$ cat config.mk
export PLATFORM = sky130hd
export DESIGN_NAME = circuit01_sweep_ctrl
export DESIGN_NICKNAME = d
export VERILOG_FILES = /design/src/rtl/circuit01_sweep_ctrl.sv
export SDC_FILE = /design/constraint.sdc
export NUM_CORES = 1
export LEC_CHECK = 0
export CAP_MARGIN = 20
export CORE_ASPECT_RATIO = 0.5
export CORE_MARGIN = 5
export CORE_UTILIZATION = 40
export CTS_CLUSTER_DIAMETER = 80
export DETAILED_ROUTE_END_ITERATION = 6
export GPL_TIMING_DRIVEN = 1
export HOLD_SLACK_MARGIN = 0.15
export PLACE_DENSITY = 0.62
export SYNTH_ARGS = -nofsm -noshare
export SYNTH_HDL_FRONTEND = slang
export SYNTH_SLANG_ARGS = --single-unit
export TNS_END_PERCENT = 20
$ cat constraint.sdc
create_clock -name clk -period 2.15 [get_ports clk]
set_input_delay 0.3225 -clock clk [delete_from_list [all_inputs] [get_ports clk]]
set_output_delay 0.3225 -clock clk [all_outputs]
set_load 0.05 [all_outputs]
$ cat src/rtl/circuit01_sweep_ctrl.sv
// rtl/circuit01_sweep_ctrl.sv - self-checking stimulus sequencer for the circuit01 datapath
//
// Walks {A,B,C} through all eight combinations in ascending order. Each
// vector is held for HOLD_CYCLES clocks. D is sampled on the last clock of
// each hold and compared against the GOLDEN truth table.
//
// Parameters:
//   HOLD_CYCLES  clocks each vector is held before D is sampled (1..15)
//   GOLDEN       expected D per vector index {A,B,C}, bit i for index i
//
// Ports:
//   clk          rising-edge clock
//   rst_n        synchronous active-low reset
//   start        request a sweep (honoured in IDLE only)
//   abort        terminate a running sweep (honoured in APPLY only)
//   d_in         D output of circuit01
//   a_out/b_out/c_out  circuit01 inputs, equal to the vector index while applying
//   busy         high while a sweep is applying vectors
//   done         one-cycle pulse when a sweep completes
//   result       captured D, bit i = D sampled for vector i
//   err_cnt      number of vectors whose D differed from GOLDEN
//   pass         last completed sweep had no mismatches
module circuit01_sweep_ctrl #(
    parameter int unsigned HOLD_CYCLES = 5,
    parameter logic [7:0]  GOLDEN      = 8'hF1
) (
    input  logic       clk,
    input  logic       rst_n,
    input  logic       start,
    input  logic       abort,
    input  logic       d_in,
    output logic       a_out,
    output logic       b_out,
    output logic       c_out,
    output logic       busy,
    output logic       done,
    output logic [7:0] result,
    output logic [3:0] err_cnt,
    output logic       pass
);

    typedef enum logic [1:0] {
        IDLE  = 2'd0,
        APPLY = 2'd1,
        DONE  = 2'd2
    } state_e;

    localparam logic [3:0] HOLD_LAST = 4'(HOLD_CYCLES - 1);

    state_e     state_q;
    logic [2:0] vec_q;
    logic [3:0] hold_cnt_q;
    logic [2:0] abc_q;
    logic       busy_q;
    logic       done_q;
    logic [7:0] result_q;
    logic [3:0] err_cnt_q;
    logic       pass_q;

    logic       sample_due;
    logic       mismatch;
    logic [3:0] err_cnt_d;
    logic [2:0] vec_d;

    assign sample_due = (hold_cnt_q == HOLD_LAST);
    assign mismatch   = d_in ^ GOLDEN[vec_q];
    // Count including the sample being taken this edge; pass on DONE entry
    // must see the final vector's contribution.
    assign err_cnt_d  = err_cnt_q + {3'b000, mismatch};
    assign vec_d      = vec_q + 3'd1;

    always_ff @(posedge clk) begin
        if (!rst_n) begin
            state_q    <= IDLE;
            vec_q      <= 3'd0;
            hold_cnt_q <= 4'd0;
            abc_q      <= 3'b000;
            busy_q     <= 1'b0;
            done_q     <= 1'b0;
            result_q   <= 8'h00;
            err_cnt_q  <= 4'd0;
            pass_q     <= 1'b0;
        end else begin
            case (state_q)
                IDLE: begin
                    if (start) begin
                        state_q    <= APPLY;
                        vec_q      <= 3'd0;
                        hold_cnt_q <= 4'd0;
                        abc_q      <= 3'b000;
                        busy_q     <= 1'b1;
                        result_q   <= 8'h00;
                        err_cnt_q  <= 4'd0;
                        pass_q     <= 1'b0;
                    end
                end

                APPLY: begin
                    if (abort) begin
                        // Abort beats a coincident sample; partial results stay.
                        state_q    <= IDLE;
                        vec_q      <= 3'd0;
                        hold_cnt_q <= 4'd0;
                        abc_q      <= 3'b000;
                        busy_q     <= 1'b0;
                    end else if (sample_due) begin
                        result_q[vec_q] <= d_in;
                        err_cnt_q       <= err_cnt_d;
                        hold_cnt_q      <= 4'd0;
                        if (vec_q == 3'd7) begin
                            state_q <= DONE;
                            vec_q   <= 3'd0;
                            abc_q   <= 3'b000;
                            busy_q  <= 1'b0;
                            done_q  <= 1'b1;
                            pass_q  <= (err_cnt_d == 4'd0);
                        end else begin
                            vec_q <= vec_d;
                            abc_q <= vec_d;
                        end
                    end else begin
                        hold_cnt_q <= hold_cnt_q + 4'd1;
                    end
                end

                DONE: begin
                    // Start is deliberately not looked at here.
                    state_q <= IDLE;
                    done_q  <= 1'b0;
                end

                default: begin
                    state_q <= IDLE;
                    abc_q   <= 3'b000;
                    busy_q  <= 1'b0;
                    done_q  <= 1'b0;
                end
            endcase
        end
    end

    assign a_out   = abc_q[2];
    assign b_out   = abc_q[1];
    assign c_out   = abc_q[0];
    assign busy    = busy_q;
    assign done    = done_q;
    assign result  = result_q;
    assign err_cnt = err_cnt_q;
    assign pass    = pass_q;

endmodule

==> out/qor.csv <==
stage,metric,value,unit
clock_tree,# clock sinks,28,
global_route,initial antenna violation count,0,
sta,Least-Margin Pin Slew,0.5465,ns
logic_synthesis,Post-Syn Area per Cell,8.735,um^2
logic_synthesis,"flops & latches, synth",28,
sta,final hold violations,0,
global_route,vias in the first global route,1217,
clock_tree,Worst-Skew Late Latency,0.28,ns
sta,slack of the critical path,0.2723,ns
layout,Area Growth Syn to Fin,26.22,%
clock_tree,TritonCTS buffer count,3,
die,initial core utilization,40.88,%
setup_path,critical path capture point type,output port,
logic_synthesis,Post-Syn Nets,170,
setup_path,Crit path buffers/inverters,1,
setup_path,"Data arrival, critical path",1.56,ns
die,DIE AREA,0.004822,mm^2
global_route,GRT Total Usage,15.39,%
layout,layout cells sized above 1,7.568,%
clock_tree,CTS tree,done,
drt,1st-pass router iterations,4,
setup_path,R2R Path Start,hold_cnt_q[0],
drt,DR vias/cell,5.424,
drt,Avg WL per Cell,14.59,um
drt,drt initial violations,72,
layout,post-layout util,51.60,%
placement,post-placement setup slack,0.06801,ns
clock_tree,Post-CTS Repair Setup Buffers,0,
setup_path,CP cell instances,clkdlybuf4s50_1,
hold_path,hold endpoint,abc_q[1],
die,cell row count,15,
setup_path,critical path's largest stage delay,0.84,ns
layout,ANT cells,0,
logic_synthesis,Post-synth EDFFs,0,
sta,Slew Limit Headroom,63.32,%
setup_path,R2R Setup Slk,0.33,ns
sta,post-layout minimum cycle time,1.878,ns
clock_tree,CTS resizes,0,
setup_path,R2R cell count,7,
layout,# fillers,325,
hold_path,Hold Path Origin,abc_q[1],
sta,final period utilization,87.33,%
logic_synthesis,distinct cell type count after synthesis,46,
setup_path,CP Data Required Time,1.83,ns
layout,Final Net Count,197,
sta,Setup-failing EPs final,0,
global_route,largest net degree at the start of global routing,16,
setup_path,crit path from,err_cnt[2],
drt,Post-Route WL,3443,um
run_status,status,completed,
logic_synthesis,synthesized cell area,0.001389,mm^2
placement,gpl congestion,0.8109,
logic_synthesis,Main synth FF type,dfxtp_1,
die,I/O Pins,23,
hold_path,WHS Path Cells,2,
placement,count of input and output buffers,22,
drt,drc violations,0,
sta,Layout Skew,0.002797,ns
die,chip width,93.33,um
clock_tree,clock tree buffer depth,2,
drt,DR vias,1280,
power,LEAKAGE,0.6294,nW
sta,setup TNS,0,ns
power,worst vdd ir,217.0,uV
setup_path,Slowest cell on crit path,clkdlybuf4s50_1,
die,Die H,51.67,um
clock_tree,H-tree levels,1,
logic_synthesis,Synth Instances,159,
setup_path,reg-to-reg endpoint,result[3],
clock_tree,Clock transition at path regs,0.10,ns
logic_synthesis,Syn. warnings,0,
sta,RSZ-0062 raised after global routing,no,
drt,ANT nets after route,0,
logic_synthesis,Synth async-reset ratio,0,%
die,core area,0.003397,mm^2
placement,dpl hpwl,2542,um
setup_path,Critical Path Start Type,flip-flop,
global_route,global-route wire length before repair,5844,um
setup_path,Top delay family on crit path,buffers and inverters,
power,total power per unit cell area,566.8,mW/mm^2
clock_tree,CTS root buffer,clkbuf_8,
run,Max-Cap Viols,0,
sta,fmax,532.6,MHz
clock_tree,hold buffers post-CTS,0,
setup_path,critical path class,reg -> out,
sta,Final Max Slew Viols,0,
global_route,total grt overflow,0,
setup_path,worst-path maximum fanout,5,
hold_path,HP Class,reg -> reg,
sta,Min Hold Slack,0.4578,ns
logic_synthesis,sequential fraction of the synthesis area,40.36,%
## logic make-up (layout without fill, tap and decap cells)
family | Yosys count | count (layout) | share of synthesized area, %
AND/OR/NAND/NOR | 59 | 59 | 23.78
XOR/XNOR | 3 | 3 | 1.892
adder cells (fa/ha/maj) | 6 | 6 | 5.405
AO/OA/AOI/OAI | 51 | 51 | 25.23
flip-flops | 28 | 28 | 40.36
buffers and inverters | 12 | 38 | 3.333
## cells in the mapped netlist, types with 3 or more instances
| library cell | number | area share, % |
|---|---|---|
| dfxtp_1 | 28 | 40 |
| a32o_1 | 3 | 2.2 |
| inv_1 | 5 | 1.4 |
| nor3_1 | 3 | 1.1 |
| xor2_1 | 3 | 1.9 |
| nand2_1 | 17 | 4.6 |
| nor2b_1 | 7 | 3.2 |
| and3_1 | 3 | 1.4 |
| a22oi_1 | 3 | 1.6 |
| a21oi_1 | 14 | 5.0 |
| clkbuf_1 | 6 | 1.6 |
| o211ai_1 | 4 | 2.2 |
| o21ai_0 | 4 | 1.4 |
| ha_1 | 6 | 5.4 |
| nand3_1 | 8 | 2.9 |
| o22ai_1 | 3 | 1.4 |
| nor2_1 | 6 | 1.6 |
## per-stage QoR
step           cells  area [um^2]  power (W)
3_5_place_dp     232         1698  0.0006667
2_1_floorplan    159         1389  0.0006197
5_1_grt          236         1753   0.001040
3_3_place_gp     232         1698  0.0006661
6_report         236         1753  0.0009936
4_1_cts          236         1753   0.001004
## layout by cell type, fill, tap and decap left out, types with 4 or more instances in the layout
cell type / n
dfxtp_1: 28
clkdlybuf4s50_1: 22
nand2_1: 17
a21oi_1: 14
nand3_1: 8
nor2b_1: 7
buf_4: 7
nor2_1: 6
ha_1: 6
inv_1: 5
o211ai_1: 4
o21ai_0: 4
clkbuf_8: 4
## worst reg2reg max path, delay by kind of cell, from the launching register on
family	cells	cell delay, ns
buf+inv	2	0.21
compound gates	3	0.72
fa+ha+maj	1	0.23
simple gates	1	0.16
flops	1	0.40
## how the worst max path moves through the flow
stage | endpoint | slack [ns] | cells after the start
2_1_floorplan | pass | 0.50 | 5
3_3_place_gp | pass | 0.11 | 7
3_5_place_dp | result[2] | 0.07 | 5
4_1_cts | err_cnt[2] | 0.27 | 1
5_1_grt | result[3] | 0.17 | 7
6_report | err_cnt[2] | 0.27 | 1
## area by class of cell
type | instances | area [um^2] | area share [%]
multi-input combinational | 119 | 782.0 | 44.61
sequential | 28 | 560.5 | 31.98
tap | 51 | 63.81 | 3.640
timing repair buffer | 29 | 272.8 | 15.56
clock buffer | 4 | 55.05 | 3.141
inverter | 5 | 18.77 | 1.071
## per-layer routing
metal  vias to the layer above  track usage [%]  wire, um
met5                         -                0         0
met4                         0            3.406        24
met3                         2            3.613       170
met2                        26            22.37      1466
met1                       608            22.83      1782
li1                        644                -         -
## registers in the layout (all words and copies together), names as in the netlist, named ones only
register / count
pass: 1
vec_q: 3
busy: 1
abc_q: 3
hold_cnt_q: 4
err_cnt: 4
result: 8
state_q: 2
done: 1
## where the power goes
group | internal (W) | leakage (nW) | switching [W]
sequential | 0.000525 | 0.226 | 0.00000810
combinational | 0.0000473 | 0.374 | 0.0000757
clock | 0.000164 | 0.0288 | 0.000173
Power figures use the tool's default switching activity.
